[src/rtl/hazard_ctrl_pkg.sv]
// Shared types and constants for the pipeline hazard/forwarding controller.
package hazard_ctrl_pkg;

  localparam int unsigned FLUSH_DEPTH_MAX = 3;
  localparam int unsigned FWD_W           = 2;
  localparam int unsigned STATE_W         = 2;

  // Operand source selected for the instruction entering X.
  typedef enum logic [FWD_W-1:0] {
    FWD_NONE = 2'b00,
    FWD_XM   = 2'b01,
    FWD_MW   = 2'b10
  } fwd_sel_e;

  // Hazard controller state.
  typedef enum logic [STATE_W-1:0] {
    RUN        = 2'd0,
    LOAD_STALL = 2'd1,
    MEM_WAIT   = 2'd2,
    FLUSH      = 2'd3
  } haz_state_e;

endpackage

[src/rtl/hazard_fwd_cmp.sv]
// Per-operand forwarding comparator: nearest writing producer wins, r0 never forwards.
module hazard_fwd_cmp
  import hazard_ctrl_pkg::*;
#(
  parameter int unsigned REG_AW = 5
) (
  input  logic [REG_AW-1:0] src,
  input  logic              use_src,
  input  logic [REG_AW-1:0] x_dst,
  input  logic              x_reg_write,
  input  logic [REG_AW-1:0] m_dst,
  input  logic              m_reg_write,
  output logic [1:0]        sel_c
);

  // XM result is younger than MW, so it is checked first.
  always_comb begin
    sel_c = FWD_NONE;
    if (use_src && x_reg_write && (x_dst == src) && (x_dst != '0)) begin
      sel_c = FWD_XM;
    end else if (use_src && m_reg_write && (m_dst == src) && (m_dst != '0)) begin
      sel_c = FWD_MW;
    end
  end

endmodule

[src/rtl/hazard_ctrl.sv]
// Hazard, forwarding and flush controller for the 5-stage pipeline.
// Optional build macro: HAZARD_PERF_EN adds saturating stall/flush/wait counters.
module hazard_ctrl
  import hazard_ctrl_pkg::*;
#(
  parameter int unsigned REG_AW      = 5,
  parameter int unsigned FLUSH_DEPTH = 3,
  parameter int unsigned PERF_W      = 16
) (
  input  logic              clk,
  input  logic              rst,
  input  logic [REG_AW-1:0] d_rs_a,
  input  logic [REG_AW-1:0] d_rt_a,
  input  logic              d_uses_rt,
  input  logic [REG_AW-1:0] x_dst,
  input  logic              x_reg_write,
  input  logic              x_mem_read,
  input  logic [REG_AW-1:0] m_dst,
  input  logic              m_reg_write,
  input  logic              m_mem_req,
  input  logic              mem_ready,
  input  logic              redirect,
  output logic              stall_if,
  output logic              stall_fd,
  output logic              stall_dx,
  output logic              stall_xm,
  output logic              bubble_dx,
  output logic              flush_fd,
  output logic              flush_dx,
  output logic              flush_xm,
  output logic [1:0]        fwd_rs_sel,
  output logic [1:0]        fwd_rt_sel,
  output logic [1:0]        haz_state
`ifdef HAZARD_PERF_EN
  ,
  output logic [PERF_W-1:0] stall_cnt,
  output logic [PERF_W-1:0] flush_cnt,
  output logic [PERF_W-1:0] wait_cnt
`endif
);

  // Out-of-range depths are clamped into 1..FLUSH_DEPTH_MAX.
  localparam int unsigned FLUSH_D = (FLUSH_DEPTH > FLUSH_DEPTH_MAX) ? FLUSH_DEPTH_MAX :
                                    ((FLUSH_DEPTH < 1) ? 1 : FLUSH_DEPTH);

  if ((FLUSH_DEPTH < 1) || (FLUSH_DEPTH > FLUSH_DEPTH_MAX) || (PERF_W < 1)) begin : g_bad_param
    $error("hazard_ctrl: parameter out of range");
  end

  haz_state_e  state_q;
  haz_state_e  state_d;
  logic        mem_wait_c;
  logic        load_use_c;
  logic [1:0]  rs_sel_c;
  logic [1:0]  rt_sel_c;

  assign mem_wait_c = m_mem_req && !mem_ready;
  assign load_use_c = x_mem_read && x_reg_write && (x_dst != '0) &&
                      ((x_dst == d_rs_a) || (d_uses_rt && (x_dst == d_rt_a)));
  assign haz_state  = state_q;

  hazard_fwd_cmp #(.REG_AW(REG_AW)) u_cmp_rs (
    .src        (d_rs_a),
    .use_src    (1'b1),
    .x_dst      (x_dst),
    .x_reg_write(x_reg_write),
    .m_dst      (m_dst),
    .m_reg_write(m_reg_write),
    .sel_c      (rs_sel_c)
  );

  hazard_fwd_cmp #(.REG_AW(REG_AW)) u_cmp_rt (
    .src        (d_rt_a),
    .use_src    (d_uses_rt),
    .x_dst      (x_dst),
    .x_reg_write(x_reg_write),
    .m_dst      (m_dst),
    .m_reg_write(m_reg_write),
    .sel_c      (rt_sel_c)
  );

  // State register; reset abandons any wait immediately.
  always_ff @(posedge clk or negedge rst) begin
    if (!rst) state_q <= RUN;
    else      state_q <= state_d;
  end

  // Next state and same-cycle pipeline controls; priority is mem wait > redirect > load-use.
  always_comb begin
    state_d   = state_q;
    stall_if  = 1'b0;
    stall_fd  = 1'b0;
    stall_dx  = 1'b0;
    stall_xm  = 1'b0;
    bubble_dx = 1'b0;
    flush_fd  = 1'b0;
    flush_dx  = 1'b0;
    flush_xm  = 1'b0;
    if (!rst) begin
      state_d  = RUN;
      flush_fd = 1'b1;
      flush_dx = 1'b1;
      flush_xm = 1'b1;
    end else begin
      unique case (state_q)
        // The load reaches M during LOAD_STALL, so it may still start a memory wait there.
        RUN, LOAD_STALL: begin
          if (mem_wait_c) begin
            state_d  = MEM_WAIT;
            stall_if = 1'b1;
            stall_fd = 1'b1;
            stall_dx = 1'b1;
            stall_xm = 1'b1;
          end else if (redirect) begin
            state_d = FLUSH;
          end else if ((state_q == RUN) && load_use_c) begin
            state_d   = LOAD_STALL;
            stall_if  = 1'b1;
            stall_fd  = 1'b1;
            bubble_dx = 1'b1;
          end else begin
            state_d = RUN;
          end
        end
        MEM_WAIT: begin
          if (!mem_ready) begin
            stall_if = 1'b1;
            stall_fd = 1'b1;
            stall_dx = 1'b1;
            stall_xm = 1'b1;
          end else begin
            state_d = redirect ? FLUSH : RUN;
          end
        end
        FLUSH: begin
          flush_fd = 1'b1;
          flush_dx = (FLUSH_D >= 2);
          flush_xm = (FLUSH_D >= 3);
          state_d  = RUN;
        end
        default: state_d = RUN;
      endcase
    end
  end

  // Forward selects follow the instruction into DX; a bubble or flush carries no operands.
  always_ff @(posedge clk or negedge rst) begin
    if (!rst) begin
      fwd_rs_sel <= FWD_NONE;
      fwd_rt_sel <= FWD_NONE;
    end else if (bubble_dx || flush_dx) begin
      fwd_rs_sel <= FWD_NONE;
      fwd_rt_sel <= FWD_NONE;
    end else if (!stall_dx) begin
      fwd_rs_sel <= rs_sel_c;
      fwd_rt_sel <= rt_sel_c;
    end
  end

`ifdef HAZARD_PERF_EN
  // Saturating event counters; LOAD_STALL lasts one cycle so its cycles equal its entries.
  always_ff @(posedge clk or negedge rst) begin
    if (!rst) begin
      stall_cnt <= '0;
      flush_cnt <= '0;
      wait_cnt  <= '0;
    end else begin
      if ((state_q == LOAD_STALL) && (stall_cnt != '1)) stall_cnt <= stall_cnt + PERF_W'(1);
      if ((state_q == FLUSH) && (flush_cnt != '1))      flush_cnt <= flush_cnt + PERF_W'(1);
      if ((state_q == MEM_WAIT) && (wait_cnt != '1))    wait_cnt  <= wait_cnt + PERF_W'(1);
    end
  end
`endif

endmodule

[config.mk]
export PLATFORM = sky130hd
export DESIGN_NAME = hazard_ctrl
export DESIGN_NICKNAME = d
export VERILOG_FILES = /design/src/rtl/hazard_ctrl_pkg.sv /design/src/rtl/hazard_fwd_cmp.sv /design/src/rtl/hazard_ctrl.sv
export SDC_FILE = /design/constraint.sdc
export NUM_CORES = 1
export LEC_CHECK = 0
export ABC_CLOCK_PERIOD_IN_PS = 3700
export CELL_PAD_IN_SITES_DETAIL_PLACEMENT = 0
export CELL_PAD_IN_SITES_GLOBAL_PLACEMENT = 1
export CORE_MARGIN = 5
export CORE_UTILIZATION = 25
export DETAILED_ROUTE_END_ITERATION = 8
export PLACE_DENSITY_LB_ADDON = 0.25
export SYNTH_ARGS = -nofsm -noshare
export SYNTH_HDL_FRONTEND = slang
export SYNTH_SLANG_ARGS = --single-unit
[constraint.sdc]
create_clock -name clk -period 3.7 [get_ports clk]
set_clock_uncertainty 0.1 [all_clocks]
set_input_delay 0.555 -clock clk [delete_from_list [all_inputs] [get_ports clk]]
set_output_delay 0.555 -clock clk [all_outputs]
set_load 0.01 [all_outputs]
==> results of run 1 <==
[worst max-delay path: stages]
cell and delay (ns):
sky130_fd_sc_hd__clkdlybuf4s50_1 0.48, sky130_fd_sc_hd__xor2_1 0.21, sky130_fd_sc_hd__nor4_4 0.32, sky130_fd_sc_hd__nand3_2 0.13, sky130_fd_sc_hd__a21bo_1 0.20, sky130_fd_sc_hd__o21ai_0 0.21
sky130_fd_sc_hd__clkdlybuf4s50_1 0.58
[power by group through the flow]
stage	sequential, uW	combinational [uW]	clock, uW
global route	70.3	105	67.8
detailed placement	70.9	97.4	0
floorplan	71.6	40.2	0
global placement	71.1	97.3	0
finish	69.9	97.0	60.6
CTS	69.9	97.9	62.3
[final cells by class]
cell class	instances	share of cell area
tap	30	0.0342
inverter	4	0.0137
timing repair buffer	43	0.390
sequential	6	0.137
clock buffer	3	0.0205
multi-input combinational	61	0.404
[cell usage after synthesis]
cell	count
sky130_fd_sc_hd__and3_1	1
sky130_fd_sc_hd__nand2_1	8
sky130_fd_sc_hd__a21boi_0	1
sky130_fd_sc_hd__nor3_1	4
sky130_fd_sc_hd__o2111ai_1	1
sky130_fd_sc_hd__nand3_1	3
sky130_fd_sc_hd__nor3b_1	1
sky130_fd_sc_hd__nand4_1	1
sky130_fd_sc_hd__nor2_1	3
sky130_fd_sc_hd__inv_1	4
sky130_fd_sc_hd__nand3_2	1
sky130_fd_sc_hd__xnor2_1	5
sky130_fd_sc_hd__a211oi_1	1
sky130_fd_sc_hd__a21bo_1	1
sky130_fd_sc_hd__o21ai_0	4
sky130_fd_sc_hd__o21a_1	1
sky130_fd_sc_hd__nand4bb_1	1
sky130_fd_sc_hd__a32oi_1	1
sky130_fd_sc_hd__a21oi_1	1
sky130_fd_sc_hd__buf_4	4
sky130_fd_sc_hd__dfrtp_1	6
sky130_fd_sc_hd__or4_1	1
sky130_fd_sc_hd__a211oi_2	2
sky130_fd_sc_hd__nor4_1	2
sky130_fd_sc_hd__nor4_4	1
sky130_fd_sc_hd__a21oi_2	1
sky130_fd_sc_hd__xor2_1	15
[sequential cells by signal (all words and copies together), names as in the netlist]
signal / cells
haz_state: 2
fwd_rt_sel: 2
fwd_rs_sel: 2
[routing by layer]
metal / wire, um / GRT usage / up-vias
met5: 0 / 0 / -
li1: - / - / 348
met2: 910 / 0.184 / 22
met3: 149 / 0.0362 / 0
met1: 806 / 0.142 / 306
met4: 0 / 0.0186 / 0
[metrics by stage]
| stage | instances | area (um^2) | setup slack (ns) | hold WS [ns] | util |
|---|---|---|---|---|---|
| floorplan | 75 | 638 | 1.19 | 0.159 | - |
| global placement | 144 | 1070 | 0.372 | 0.424 | 0.437 |
| detailed placement | 144 | 1070 | 0.332 | 0.442 | 0.437 |
| CTS | 147 | 1100 | 0.336 | 0.457 | 0.446 |
| global route | 147 | 1100 | 0.177 | 0.481 | 0.446 |
| finish | 147 | 1100 | 0.351 | 0.446 | 0.446 |
[kinds of logic after synthesis]
family | synth area share
simple gates | 0.249
xor+xnor | 0.275
compound gates | 0.171
flops | 0.235
buf+inv | 0.0706
[worst paths after layout]
path | depth (start not counted) | to | slack (ns)
max | 7 | stall_if | 0.35
min | 2 | fwd_rt_sel[1] | 0.45
max reg2reg | 5 | fwd_rt_sel[0] | 2.17
min reg2reg | 2 | fwd_rt_sel[1] | 0.45
max in group asynchronous | 1 | fwd_rt_sel[1] | 2.72
min in group asynchronous | 1 | haz_state[1] | 0.50
[cell usage in the layout (no fill, tap or decap), types with 2 or more instances in the layout]
master                             n
sky130_fd_sc_hd__xor2_1           15
sky130_fd_sc_hd__clkdlybuf4s50_1  42
sky130_fd_sc_hd__nand2_1           8
sky130_fd_sc_hd__clkbuf_4          3
sky130_fd_sc_hd__nor3_1            4
sky130_fd_sc_hd__dfrtp_1           6
sky130_fd_sc_hd__nor2_1            3
sky130_fd_sc_hd__a211oi_2          2
sky130_fd_sc_hd__o21ai_0           4
sky130_fd_sc_hd__nand3_1           3
sky130_fd_sc_hd__inv_1             4
sky130_fd_sc_hd__nor4_1            2
sky130_fd_sc_hd__xnor2_1           5
==> results.md, run 1 <==
Routing:
- The number of optimization iterations in the first detailed-route pass is 4.
- Wires add up to between 1500 and 2000 um.
- The number of vias per cell is 4.60.
- For this block, the initial DRC count from the detailed router was 19.
- After detailed routing, the average wire length per cell comes to 12.7 um.
- Detailed routing inserted a total of approximately 680 vias.
- In this run the remaining antenna-violating nets after routing total 0.
- After detailed routing, the number of remaining DRC violations is 0.

Worst setup path:
- The worst register-to-register path begins at haz_state[1].
- The kind of start point of the critical path is a primary input.
- The critical path class is primary input to output port.
- For the worst setup path, the data required time is ~3.0 ns.
- STA classifies the critical path endpoint as an output port.
- The maximum net fanout on the critical path is 3.
- The origin of the worst setup path is x_dst[1].
- The arrival time at the worst endpoint is 2.69 ns.

Cells and area:
- Across the whole layout, storage elements account for 150 um^2.
- The number of antenna diodes is 0.
- Summing all multi-input logic gate instances after layout gives 443 um^2.
- In the final layout, the share of cells above drive strength 1 is 0.0769.
- The area growth from synthesis to final layout is 71.8%.
- The number of nets in the finished design is approximately 150.
- The number of fill cells in the layout is 268.

Synthesis:
- The number of synthesis warnings is 0.
- Of the post-synthesis cell area, the dominant cell type holds 0.235.
- The post-synthesis instance area is 638 um^2.
- The total of flip-flops plus latches after synthesis is 6.
- The cell type contributing the most total cell area after synthesis is sky130_fd_sc_hd__dfrtp_1.
- For this run, the register share of the synthesized area comes to 0.235.
- Yosys attributes the largest share of cell area to sky130_fd_sc_hd__dfrtp_1 (24%), sky130_fd_sc_hd__xor2_1 (21%), sky130_fd_sc_hd__xnor2_1 (6.9%), sky130_fd_sc_hd__buf_4 (4.7%), sky130_fd_sc_hd__nand2_1 (4.7%).
- The synthesized netlist net count is 104.
- The mean instance size in the synthesized netlist is 8.51 um^2.
- The distinct cell type count after synthesis is 27.
- After technology mapping, the gate count stands at 75.

Power:
- The share of total power dissipated in the clock network is 0.266.
- The static power due to leakage is 0.000415 uW.
- The internal power component is between 150 and 200 uW.
- IR analysis of the VDD net gives a maximum drop of 0.142 mV.
- The net switching power is 67.8 uW.
- The post-route total power is ~230 uW.
- Of the total power, registers draw 0.307.
- Dividing total power by cell area gives a power density of 208 nW/um^2.
- The combinational cell fraction of total power is 0.426.
- Of the total power, the share spent switching nets is 0.298.

Placed design:
- Detailed placement ended at an HPWL of between 1500 and 2000 um.
- Routability-driven placement finished with a final weighted congestion of 0.774.
- The number of port buffers is 42.

Clocking:
- In this run, post-CTS repair resized a total of 0 instances.
- In this run, CTS created clock tree buffers numbering 3.
- After clock tree synthesis, the clock-pin slew on the worst setup and hold paths is about 0.04 ns.
- The clock drives 6 sinks.
- TritonCTS built the clock tree.
- The total number of H-tree levels is 1.
- The root buffer cell is sky130_fd_sc_hd__clkbuf_4.
- The worst-skew pair later-pin latency is 0.24 ns.
- Post-CTS timing repair inserted 0 buffers for setup.
- Counting along the longest clock path gives a buffer depth of 2.
- For this design, the CTS-stage hold fixing added 0 buffers.

Timing:
- The headroom to the max-slew limit is 0.740.
- The final critical path time including I/O delays and setup is roughly 3.3 ns.
- For the final routed database, the setup TNS stands at 0 ns.
- Setup repair after global routing left no endpoint under its margin.
- In the finished design, the share of the clock period the worst path needs comes to 0.905.
- The max-slew violation count is 0.
- The final-report hold violation count is 0.
- The maximum clock frequency is between 0.2 and 0.3 GHz.
- The total of endpoints with negative setup slack in the final report is 0.
- The measured slew at the worst slew-check pin is just under 0.4 ns.

Floorplanning:
- The floorplan step defined a core boundary enclosing 2450 um^2.
- The floorplan step defined a die boundary enclosing 3660 um^2.
- The floorplan step set the die height to just over 60 um.
- The initial cell density of the core is 0.260.
- The row count is 18.
- Pin placement for this block handled 43 I/O pins.
- The overall die width is 60.5 um.

Global route:
- The wire length of the first global-routing pass is just over 3000 um.
- Entering global routing, the biggest net connects 11 pins.
- Summed over all layers, the global routing overflow is 0.
- The number of antenna violations at the first check in global routing is 0.
- The via count of the first global-routing pass is 691.
- In the global route stage, overall resource usage came out at 0.110.

Run:
- The count of max-cap constraint violations is 0.

Min path:
- The startpoint identified for the worst hold timing path is fwd_rt_sel[1].
- The type of the most critical hold path is flip-flop to flip-flop.

Status:
- The flow ran to the end, and the final reports show no timing, DRC or antenna violations.
No activity file was read; power rests on OpenSTA's default activity.
==> run 2, diff against run 1 <==
Settings changed: CTS_CLUSTER_DIAMETER set to 150.
==> results of run 2 <==
The final DEF is identical to that of run 1; final timing and power are the same.
==> RTL change: new RTL, config.mk and constraints of run 2 <==
The option `HAZARD_PERF_EN` is turned on by a define.
--- a/src/rtl/hazard_ctrl.sv
+++ b/src/rtl/hazard_ctrl.sv
@@ -1,5 +1,7 @@
 // Hazard, forwarding and flush controller for the 5-stage pipeline.
 // Optional build macro: HAZARD_PERF_EN adds saturating stall/flush/wait counters.
+`define HAZARD_PERF_EN
+
 module hazard_ctrl
   import hazard_ctrl_pkg::*;
 #(
Check against the original RTL (old outputs only; new: flush_cnt, stall_cnt and wait_cnt): equivalent (equiv_simple and equiv_induct, registers matched by name and starting in step).
==> RTL change against run 2 <==
- total power grew to 7.7 times the old value
- sequential cell count grew 48
- global-route usage shrank 0.27 points
- critical endpoint is now bubble_dx
- sequential share of layout area grew 19 points
- wire length grew to 4.0 times the old value
- critical path type unchanged
- final area grew to 3.8 times the old value
- synthesized area grew to 4.6 times the old value
- highest routed layer is now met4
- worst setup slack lost 59 ps
==> RTL change: results (changes against run 2) <==
| Metric | Value |
|---|---|
| Outcome | `finished clean (unchanged)` |
| Vias in the first global route | `2,514 (was 691)` |
| Largest net degree at the start of global routing | `42 (was 11)` |
| Worst Path Max Fanout | `11 (was 3)` |
| Slew margin rel. | `0.633 (was 0.740)` |
| Reg clk slew, reported paths | `70 ps (was 40 ps)` |
| Wire length on met3 | `577 um (was 149 um)` |
| Detailed Place HPWL | `5850 um (was 1640 um)` |
| Met2 routed WL | `3490 um (was 910 um)` |
| Inst Count DP | `494 (was 144)` |
| CP arrival | `2750 ps (was 2690 ps)` |
| Placed Area | `3990 um^2 (was 1070 um^2)` |
| Compound-Gate Fraction of Synth Area | `0.106 (was 0.171)` |
| Reg-to-reg critical path endpoint | `stall_cnt[1] (was fwd_rt_sel[0])` |
| Synth top area cells | `dfrtp_1 46%, xnor2_1 12%, xor2_1 5.7%, nand3_1 3.4%, nand2_1 3.2% (was dfrtp_1 24%, xor2_1 21%, xnor2_1 6.9%, buf_4 4.7%, nand2_1 4.7%)` |
| Mapped Nets | `296 (was 104)` |
| Top sig layer | `met4 (was met3)` |
| Met1 Usage GRT | `0.138 (was 0.142)` |
| H-Tree Depth | `2 (was 1)` |
| Critical path startpoint | `rst (was x_dst[1])` |
| CP max stage delay | `600 ps (was 580 ps)` |
| CTS Buf Count | `5 (was 3)` |
| Clock power share | `0.306 (was 0.266)` |
| Sequential fraction of design power | `0.441 (was 0.307)` |
| Synthesized-area fraction occupied by xor and xnor cells | `0.179 (was 0.275)` |
| R2R setup slack | `1720 ps (was 2170 ps)` |
| I/O Buffers | `90 (was 42)` |
| Grt met3 use | `0.0435 (was 0.0362)` |
| Layout Nets | `391 (was 148)` |
| Critical Path End | `bubble_dx (was stall_if)` |
| Fraction of layout cells with a size suffix above 1 | `0.0889 (was 0.0769)` |
| Yosys cell types | `49 (was 27)` |
-- RTL change: cell types whose count changed after synthesis, moves of 3 or more --
cell and delta:
dfrtp_1 +48, xnor2_1 +36, nand2_1 +17, nand3_1 +17, nand4_1 +12, and3_1 +9
nor2_1 +7, and4_1 +6, a31oi_1 +4, nor3_2 +4, xor2_1 +4, ha_1 +3
inv_1 -3, nand2b_1 +3
-- RTL change: per-stage QoR --
step / setup WS (ps) / hold slack (ps)
3_5_place_dp: 305 / 291
2_1_floorplan: 1300 / 159
3_3_place_gp: 346 / 290
4_1_cts: 223 / 397
5_1_grt: 120 / 428
6_report: 292 / 391
-- RTL change: repair_timing --
action / CTS / global route
buffers inserted: 0 / 0
hold buffers: 1 / 0
endpoints found under the hold margin: 3 / 0
-- RTL change: worst min-delay path by stage --
| stage | start | to | cells past startpoint |
|---|---|---|---|
| 5_1_grt | flush_cnt[14] | flush_cnt[14] | 1 |
| 6_report | flush_cnt[8] | flush_cnt[8] | 1 |
| 3_3_place_gp | rst | flush_cnt[3] | 1 |
| 2_1_floorplan | rst | flush_cnt[0] | 0 |
| 4_1_cts | flush_cnt[8] | flush_cnt[8] | 1 |
| 3_5_place_dp | rst | flush_cnt[3] | 1 |
-- RTL change: final cells by class --
class / count / area, um^2
Timing Repair Buffer: 93 / 921
Fill cell: 1171 / 7310
Clock inverter: 1 / 30.0
Inverter: 1 / 3.75
Tap cell: 143 / 179
Multi-Input combinational cell: 204 / 1540
Clock buffer: 7 / 133
Sequential cell: 54 / 1350
-- RTL change: worst reg2reg max path, stage by stage, from the launching register on --
cell and delay (ps):
dfrtp_1 440, ha_1 270, nand2_1 110, and2b_1 250
a21boi_2 330, mux2_2 370
